**src/rtl/cic_interpolator.sv**
```systemverilog
// CIC interpolator for an I/Q pair: comb section at the input rate, zero-stuffing,
// integrator section at the output rate, full-precision two's complement throughout.
module cic_interpolator #(
  parameter int IN_WIDTH = 16,
  parameter int STAGES   = 3,
  parameter int RATE     = 8,
  parameter int DELAY    = 1,
  localparam int OUT_WIDTH = IN_WIDTH + STAGES * $clog2(RATE * DELAY) - $clog2(RATE)
) (
  input  logic                        i_clock,
  input  logic                        i_reset,
  input  logic signed [IN_WIDTH-1:0]  i_inph_data,
  input  logic signed [IN_WIDTH-1:0]  i_quad_data,
  input  logic                        i_valid,
  output logic                        o_ready,
  output logic signed [OUT_WIDTH-1:0] o_inph_data,
  output logic signed [OUT_WIDTH-1:0] o_quad_data,
  output logic                        o_valid
);

  localparam int CW = $clog2(RATE);

  logic signed [OUT_WIDTH-1:0] dly_i [STAGES][DELAY];
  logic signed [OUT_WIDTH-1:0] dly_q [STAGES][DELAY];
  logic signed [OUT_WIDTH-1:0] comb_i [STAGES+1];
  logic signed [OUT_WIDTH-1:0] comb_q [STAGES+1];
  logic signed [OUT_WIDTH-1:0] comb_reg_i, comb_reg_q;
  logic signed [OUT_WIDTH-1:0] stuff_i, stuff_q;
  logic signed [OUT_WIDTH-1:0] integ_i [STAGES];
  logic signed [OUT_WIDTH-1:0] integ_q [STAGES];
  logic signed [OUT_WIDTH-1:0] nxt_i [STAGES];
  logic signed [OUT_WIDTH-1:0] nxt_q [STAGES];
  logic [CW-1:0] cnt;
  logic          have_sample;
  logic          last_phase;
  logic          accept;

  assign last_phase = (cnt == CW'(RATE - 1));
  assign o_ready    = !have_sample || last_phase;
  assign accept     = i_valid && o_ready;

  always_comb begin
    comb_i[0] = OUT_WIDTH'(i_inph_data);
    comb_q[0] = OUT_WIDTH'(i_quad_data);
    for (int s = 0; s < STAGES; s++) begin
      comb_i[s+1] = comb_i[s] - dly_i[s][DELAY-1];
      comb_q[s+1] = comb_q[s] - dly_q[s][DELAY-1];
    end
  end

  // Only phase 0 of each input sample feeds the integrators; other phases are zero-stuffed.
  always_comb begin
    stuff_i  = (cnt == '0) ? comb_reg_i : '0;
    stuff_q  = (cnt == '0) ? comb_reg_q : '0;
    nxt_i[0] = integ_i[0] + stuff_i;
    nxt_q[0] = integ_q[0] + stuff_q;
    for (int s = 1; s < STAGES; s++) begin
      nxt_i[s] = integ_i[s] + nxt_i[s-1];
      nxt_q[s] = integ_q[s] + nxt_q[s-1];
    end
  end

  always_ff @(posedge i_clock or posedge i_reset) begin
    if (i_reset) begin
      for (int s = 0; s < STAGES; s++) begin
        for (int d = 0; d < DELAY; d++) begin
          dly_i[s][d] <= '0;
          dly_q[s][d] <= '0;
        end
        integ_i[s] <= '0;
        integ_q[s] <= '0;
      end
      comb_reg_i  <= '0;
      comb_reg_q  <= '0;
      cnt         <= '0;
      have_sample <= 1'b0;
      o_valid     <= 1'b0;
    end else begin
      o_valid <= have_sample;
      if (accept) begin
        for (int s = 0; s < STAGES; s++) begin
          for (int d = DELAY - 1; d > 0; d--) begin
            dly_i[s][d] <= dly_i[s][d-1];
            dly_q[s][d] <= dly_q[s][d-1];
          end
          dly_i[s][0] <= comb_i[s];
          dly_q[s][0] <= comb_q[s];
        end
        comb_reg_i  <= comb_i[STAGES];
        comb_reg_q  <= comb_q[STAGES];
        have_sample <= 1'b1;
        cnt         <= '0;
      end else if (have_sample) begin
        cnt <= cnt + 1'b1;
        if (last_phase) have_sample <= 1'b0;
      end
      if (have_sample) begin
        for (int s = 0; s < STAGES; s++) begin
          integ_i[s] <= nxt_i[s];
          integ_q[s] <= nxt_q[s];
        end
      end
    end
  end

  assign o_inph_data = integ_i[STAGES-1];
  assign o_quad_data = integ_q[STAGES-1];

endmodule
```
**config.mk**
```make
export PLATFORM = sky130hd
export DESIGN_NAME = cic_interpolator
export DESIGN_NICKNAME = d
export VERILOG_FILES = /design/src/rtl/cic_interpolator.sv
export SDC_FILE = /design/constraint.sdc
export NUM_CORES = 1
export LEC_CHECK = 0
export CAP_MARGIN = 30
export CORE_MARGIN = 1
export CORE_UTILIZATION = 53
export DETAILED_ROUTE_END_ITERATION = 7
export HOLD_SLACK_MARGIN = 0.08
export PLACE_DENSITY = 0.71
export SLEW_MARGIN = 20
export SYNTH_ARGS = -nofsm -noshare
export SYNTH_HDL_FRONTEND = slang
export SYNTH_SLANG_ARGS = --single-unit
```
**constraint.sdc**
```tcl
create_clock -name i_clock -period 28.5 [get_ports i_clock]
set_input_delay 5.7 -clock i_clock [delete_from_list [all_inputs] [get_ports i_clock]]
set_output_delay 5.7 -clock i_clock [all_outputs]
set_load 0.02 [all_outputs]
```
After elaboration in Yosys (flattened, before gate mapping)
Cells that the tools add are included.
{ "word_totals": {"reg_bits": 291, "in_bits": 35, "out_inout_bits": 46, "word_cells": 43} }
{ "classes": {"n_addsub": 13, "eq_ne": 1, "muxes": 7, "n_reduce_logical": 5} }
{ "op_table": {"columns": ["operator", "n"], "rows": [
  ["22-bit adder", 6],
  ["22-bit two-way mux", 2],
  ["22-bit subtractor", 2],
  ["17-bit by 17-bit subtractor with 18-bit output", 2],
  ["16-bit by 16-bit subtractor with 17-bit output", 2],
  ["3-bit two-way mux", 2],
  ["3-bit by 1-bit adder with 3-bit output (second input constant)", 1],
  ["3-bit equality test (second input constant)", 1],
  ["3-bit logical NOT", 1],
  ["1-bit two-way mux", 3],
  ["2-bit nonzero test", 1],
  ["1-bit logical AND", 1],
  ["1-bit logical NOT", 1],
  ["1-bit logical OR", 1]
]} }

Logic depth before layout (Yosys ltp)
Gate-level depths: netlist of run 1.
{ "logic_depth": {"word_depth": 5, "mapped_depth": 36, "ltp_nobuf": 35} }

Least setup slack after synthesis of run 1
OpenSTA, ideal clock, no wires.
{ "synth_path": {"path_type": "input to register", "start": "input port i_quad_data[0]", "end": "register comb_reg_q[17]", "setup_ns": 0.133, "arrival_time_ns": 10.151, "required_time_ns": 28.367, "slack_ns": 18.216, "stages": 24, "path_buffers": 0, "cell_sequence": "inv_1 > ha_1 > inv_1 > fa_1 > a21o_1 > a21oi_1 > o21ai_0 > a21o_1 > a21oi_1 > o21bai_1 > xor2_1 > ha_1 > a21oi_1 > o21ai_0 > a211o_1 > a211oi_1 > nor2_1 > ha_1 > or3_1 > a311oi_1 > nor3_1 > o31ai_1 > and3_1 > o31ai_1"} }
{ "synth_rtl": {"columns": ["item", "line", "text"], "rows": [
  ["start, declared", "13", "input logic signed [IN_WIDTH-1:0] i_quad_data,"],
  ["end signal, assigned", "90", "comb_reg_q <= comb_q[STAGES];"],
  ["end, declared", "27", "logic signed [OUT_WIDTH-1:0] comb_reg_i, comb_reg_q;"]
]} }

==> flow_summary.toml, run 1 <==
[clock_tree]
post_cts_buffers = 0
clock_latency_ns = 0.56
clockBufferDepth = 3
cts_tree = "yes"
clk_pin_slew_ns = 0.06
cts.sinks = 283
clockRootBuffer = "clkbuf_16"
numCtsBuffers = 36
cts_resized = 0
htree_levels = 2
cts_hold_buf = 0

[global_route]
grt.busiest_layer = "met2"
grt_remaining_overflow = 0
grt_max_degree = 187
grt.total_usage_pct = 20.94
grt_pass1_vias = 16070
grt_pass1_wl_um = 73540
met2_usage_pct = 34.50
met1_usage_pct = 28.52
antenna_found_initial = 0
use_met3_pct = 2.940

[placement]
hpwl_um = 30550
dp_cells = 2902
gp_congestion = 0.8992
port-buffer-count = 80

[sta]
worst_slew_pin_slew_ns = 0.8047
relSlewSlack_pct = 46.36
post-route-period-util_pct = 37.72
min_period_ns = 10.75
slew_violations = 0
setup_violations = 0
tns_ns = 0
fmax_mhz = 93.01
grt_setup_unrepaired = "false"
finalHoldViolCount = 0
final.setup_skew_ns = 0.02392

[final_layout]
drive_above_1_share_pct = 9.816
fin_nets = 2700
fillCellCount = 3361
final-seq-area_sq_mm = 0.007086
diodes = 0
layout_commonest_cell = "dfrtp_1"
multi_input_comb_area_sq_mm = 0.01309
syn_to_final_growth_pct = 11.18
layout.cells.non_filler = 2970
final_cell_mix = "dfrtp_1 (282), ha_1 (236), inv_1 (210)"

[logic_synthesis]
ys_seq_elements = 283
synth_ff_type = "dfrtp_1"
synth_edf_count = 0
syn-num-nets = 2675
yosysUniqueCellTypes = 83
ys_seq_area_share_pct = 32.92
netlist_area_sq_mm = 0.02151
syn_area_per_cell_sq_um = 8.993
synthCells = 2392
async_reset_ff_share_pct = 100.0
ys_warn_count = 0

[critical_path]
crit_fanout = 4
slowest_stage = "fa_1"
end_kind = "flop"
rr_startpoint = "cnt[0]$_DFFE_PP0P_"
reg2reg_slack_ns = 21.26
setup.worst_path.class = "in2reg"
r2r-end = "o_quad_data[21]$_DFFE_PP0P_"
critPathMaxStageDelay_ns = 0.40
required_ns = 28.91
cp-start-kind = "input pin"
worstPathArrival_ns = 11.16
rr_worst_depth = 33

[detailed_routing]
drtPass1Iterations = 5
vias = 16350
wl_um = 41990
route.detailed.drc = 0
post_drt_wl_per_cell_um = 14.14
ant_nets = 0
drtIter0Drc = 746
avgViaCountPerCell = 5.506

[die]
die_h_um = 203.5
fp.dieArea_sq_mm = 0.04140
io_pins = 81
rows = 73
fp.dieW_um = 203.5
initial_core_util_pct = 53.89
coreArea_sq_mm = 0.03991

[run]
cap_violations = 0

[run_status]
status = "completed"

[min_path]
min_path_cells = 1
hold_path.class = "reg2reg"
hp-start = "o_quad_data[21]$_DFFE_PP0P_"
hold_end = "o_quad_data[21]$_DFFE_PP0P_"
[cells by family (layout without fill, tap and decap cells)]
family	count (synthesis)	in the layout	share of synthesized area (%)
compound gates	640	640	18.77
simple gates	602	602	13.14
buf+inv	313	366	6.247
flops	283	283	32.92
fa+ha+maj	248	248	14.84
xor+xnor	177	177	7.340
mux	129	129	6.741
[cell usage after synthesis (6+ instances only)]
cell	instances	area (sq um)
a21oi_2	7	61.31
dfrtp_1	283	7082
a311oi_1	6	52.55
nor3_1	37	185.2
ha_1	236	2953
a211o_1	9	78.83
o21bai_1	27	202.7
and2_1	51	319.1
xor2_1	49	429.2
o211ai_1	12	90.09
a21o_1	61	457.9
buf_4	44	330.3
o311ai_0	7	61.31
nand2_1	210	788.3
inv_1	211	792.0
a21oi_1	159	795.8
o21ai_1	18	90.09
a31oi_1	20	125.1
or2_2	11	68.82
nand2b_1	22	137.6
a221o_1	6	60.06
o31ai_1	19	142.6
nor2b_1	27	168.9
nand4_1	11	68.82
nor2_1	147	551.8
mux2_2	127	1430
buf_1	9	33.78
or3_1	19	118.9
a211oi_1	20	150.1
nand3_1	29	145.1
o21ai_0	186	930.9
fa_1	12	240.2
xnor2_1	126	1104
clkbuf_1	46	172.7
a21boi_0	14	105.1
and3_1	16	100.1
o21a_1	11	82.58
[layout make-up]
cell class	instances	area share, %
Multi-Input combinational cell	1796	54.75
Timing Repair Buffer	89	3.819
Clock buffer	52	4.614
Inverter	211	3.343
Tap cell	525	2.747
Sequential cell	283	29.63
Clock inverter	14	1.104
[worst max path at each step]
stage	from	end	slack (ns)
CTS	i_quad_data[0]	comb_reg_q[17]$_DFFE_PP0P_	17.82
global placement	i_quad_data[0]	comb_reg_q[17]$_DFFE_PP0P_	17.38
global route	i_quad_data[0]	comb_reg_q[17]$_DFFE_PP0P_	17.38
detailed placement	i_quad_data[0]	comb_reg_q[17]$_DFFE_PP0P_	17.24
finish	i_quad_data[0]	comb_reg_q[17]$_DFFE_PP0P_	17.75
floorplan	i_reset	cnt[0]$_DFFE_PP0P_	14.99
[critical path: cells and delay by family]
family,cells,cell delay [ns]
AO/OA/AOI/OAI,12,2.63
adder cells (fa/ha/maj),4,1.11
AND/OR/NAND/NOR,5,0.87
buffers and inverters,3,0.51
XOR/XNOR,2,0.32
[metal layers]
metal,share of wire [%],routed length (um),vias to the layer above
met5,0,0,-
li1,-,-,8397
met4,2.1,890,0
met2,45,18830,256
met1,49,20750,7628
met3,3.6,1528,71
[registers in the layout (all words and copies together), names as in the netlist, 22 cells and up]
name and count:
comb_reg_i 22, comb_reg_q 22, dly_i 51, dly_q 51, integ_i 44, integ_q 44, o_inph_data 22, o_quad_data 22
[stage by stage]
stage / utilization (%) / hold WS, ns / setup WS [ns] / area, sq um
floorplan: - / 0.3932 / 14.99 / 21510
global placement: 56.37 / 0.4553 / 17.38 / 22500
detailed placement: 56.37 / 0.4642 / 17.24 / 22500
CTS: 59.80 / 0.4752 / 17.82 / 23870
global route: 59.92 / 0.4933 / 17.38 / 23920
finish: 59.92 / 0.4649 / 17.75 / 23920
Power of run 1 is left out: the tool's default activity adds up to more than one toggle a clock period on the data nets, which glitch-free logic cannot reach.
==> run 2, diff against run 1 <==
--- a/config.mk
+++ b/config.mk
@@ -10,7 +10,7 @@
 export CORE_UTILIZATION = 53
 export DETAILED_ROUTE_END_ITERATION = 7
 export HOLD_SLACK_MARGIN = 0.08
-export PLACE_DENSITY = 0.71
+export PLACE_DENSITY = 0.74
 export SLEW_MARGIN = 20
 export SYNTH_ARGS = -nofsm -noshare
 export SYNTH_HDL_FRONTEND = slang
==> constraint.sdc (replaced) <==
create_clock -name i_clock -period 8.65 [get_ports i_clock]
set_input_delay 1.73 -clock i_clock [delete_from_list [all_inputs] [get_ports i_clock]]
set_output_delay 1.73 -clock i_clock [all_outputs]
set_load 0.02 [all_outputs]
==> run 2 against run 1 <==
  * First-iteration DRC count up 7.9%
  * Critical path type is now reg2reg
  * Critical path depth is 7 higher
  * Wire length is essentially flat
  * Global-route usage shrank 0.38 points
  * Via count increased by 0.89%
  * Flip-flop and latch count did not move
  * Core utilization shrank 0.50 points
  * Critical endpoint is now o_inph_data[19]$_DFFE_PP0P_
  * Register-to-register slack got worse by 20 ns
  * Clock-buffer cell count shrank 3
  * Setup slack got worse by 16 ns
==> flow_summary.toml, run 2 (synthesized netlist as in run 1, its figures left out) <==
[critical_path]
critPathTopFamily = "compound AO/OA/AOI/OAI gates"
cp-start-kind = "flop"
rr_worst_depth = 33
required_ns = 9.05
setup.worst_path.class = "reg2reg"
slowest_stage = "fa_1"
critPathMaxStageDelay_ns = 0.45
critPathMostFrequentCell = "ha_1"
cp.buffers_inverters = 4
crit_fanout = 32
crit_cells = 33
worstPathArrival_ns = 7.54
end_kind = "flop"

[sta]
fmax_mhz = 140.0
slew_violations = 0
setup_violations = 0
grt_setup_unrepaired = "false"
worst_slew_pin_slew_ns = 0.8406
relSlewSlack_pct = 43.96
tns_ns = 0
min_period_ns = 7.143
finalHoldViolCount = 0
post-route-period-util_pct = 82.57
final.setup_skew_ns = 0.01338

[clock_tree]
clk_pin_slew_ns = 0.06
cts_tree = "yes"
clockRootBuffer = "clkbuf_16"
post_cts_buffers = 0
numCtsBuffers = 34
cts_hold_buf = 0
clock_latency_ns = 0.52
cts_resized = 0
cts.sinks = 283
clockBufferDepth = 3
htree_levels = 2

[final_layout]
final_cell_mix = "dfrtp_1 (282), ha_1 (236), inv_1 (210)"
layout_commonest_cell = "dfrtp_1"
syn_to_final_growth_pct = 10.25
drive_above_1_share_pct = 9.631
diodes = 0
utilization_pct = 59.42
fin_nets = 2699
largestRegisters = "dly_i: 51 flops, dly_q: 51 flops"
final_area_sq_mm = 0.02372

[placement]
place_area_sq_mm = 0.02251
gp_congestion = 0.9002
port-buffer-count = 80
hpwl_um = 31100

[detailed_routing]
wl_um = 42010
post_drt_wl_per_cell_um = 14.17
vias = 16500
avgViaCountPerCell = 5.564
drtIter0Drc = 805
drtPass1Iterations = 5
route.detailed.drc = 0
ant_nets = 0

[run]
cap_violations = 0

[global_route]
met1_usage_pct = 27.88
grt_max_degree = 130
antenna_found_initial = 0
grt.busiest_layer = "met2"
met2_usage_pct = 34.90
grt_pass1_wl_um = 72920
use_met3_pct = 2.653
grt_pass1_vias = 16120
grt_remaining_overflow = 0
grt.total_usage_pct = 20.56

[die]
fp.dieW_um = 203.5
fp.dieArea_sq_mm = 0.04140
initial_core_util_pct = 53.89
io_pins = 81
rows = 73
coreArea_sq_mm = 0.03991
die_h_um = 203.5

[min_path]
min_path_cells = 2
hold_path.class = "reg2reg"

[run_status]
status = "completed"
run 2: stage by stage:
step | setup slack, ns | hold WS [ns] | instances
2_1_floorplan | 2.218 | 0.3932 | 2392
3_3_place_gp | 1.524 | 0.4521 | 2904
3_5_place_dp | 1.385 | 0.4619 | 2904
4_1_cts | 1.546 | 0.4743 | 2964
5_1_grt | 0.8918 | 0.4896 | 2965
6_report | 1.507 | 0.4663 | 2965
run 2: path summary, 6_finish.rpt:
check,start,to,slack (ns)
worst max register to register,cnt[0]$_DFFE_PP0P_,o_inph_data[19]$_DFFE_PP0P_,1.51
min in group asynchronous,i_reset,dly_i[25]$_DFFE_PP0P_,1.50
worst max-delay path,cnt[0]$_DFFE_PP0P_,o_inph_data[19]$_DFFE_PP0P_,1.51
max in group asynchronous,i_reset,dly_q[1]$_DFFE_PP0P_,5.55
worst min-delay path,comb_reg_i[6]$_DFFE_PP0P_,comb_reg_i[6]$_DFFE_PP0P_,0.47
worst min register to register,comb_reg_i[6]$_DFFE_PP0P_,comb_reg_i[6]$_DFFE_PP0P_,0.47
run 2: cell type report:
type,count,area [sq um]
Clock inverter,11,132.6
Fill cell,3443,16200
Clock buffer,49,1051
Inverter,211,795.8
Multi-Input combinational cell,1796,13090
Sequential cell,283,7086
Tap cell,525,656.9
Timing Repair Buffer,90,900.9
run 2: layer usage:
metal	wire, um	share of wire [%]
met5	0	0
met4	657	1.6
met3	1509	3.6
met2	19240	46
met1	20600	49
run 2: worst register-to-register path, delay by kind of cell, from the launching register on:
kind,cells,cell delay (ns)
AOI/OAI and AO/OA,12,2.28
muxes,1,0.26
adders and majority gates,5,1.48
and+or+nand+nor,8,1.58
buffers and inverters,4,0.56
DFF,1,0.40
xor gates and xnor gates,3,0.47
Power of run 2 is left out for the same reason.
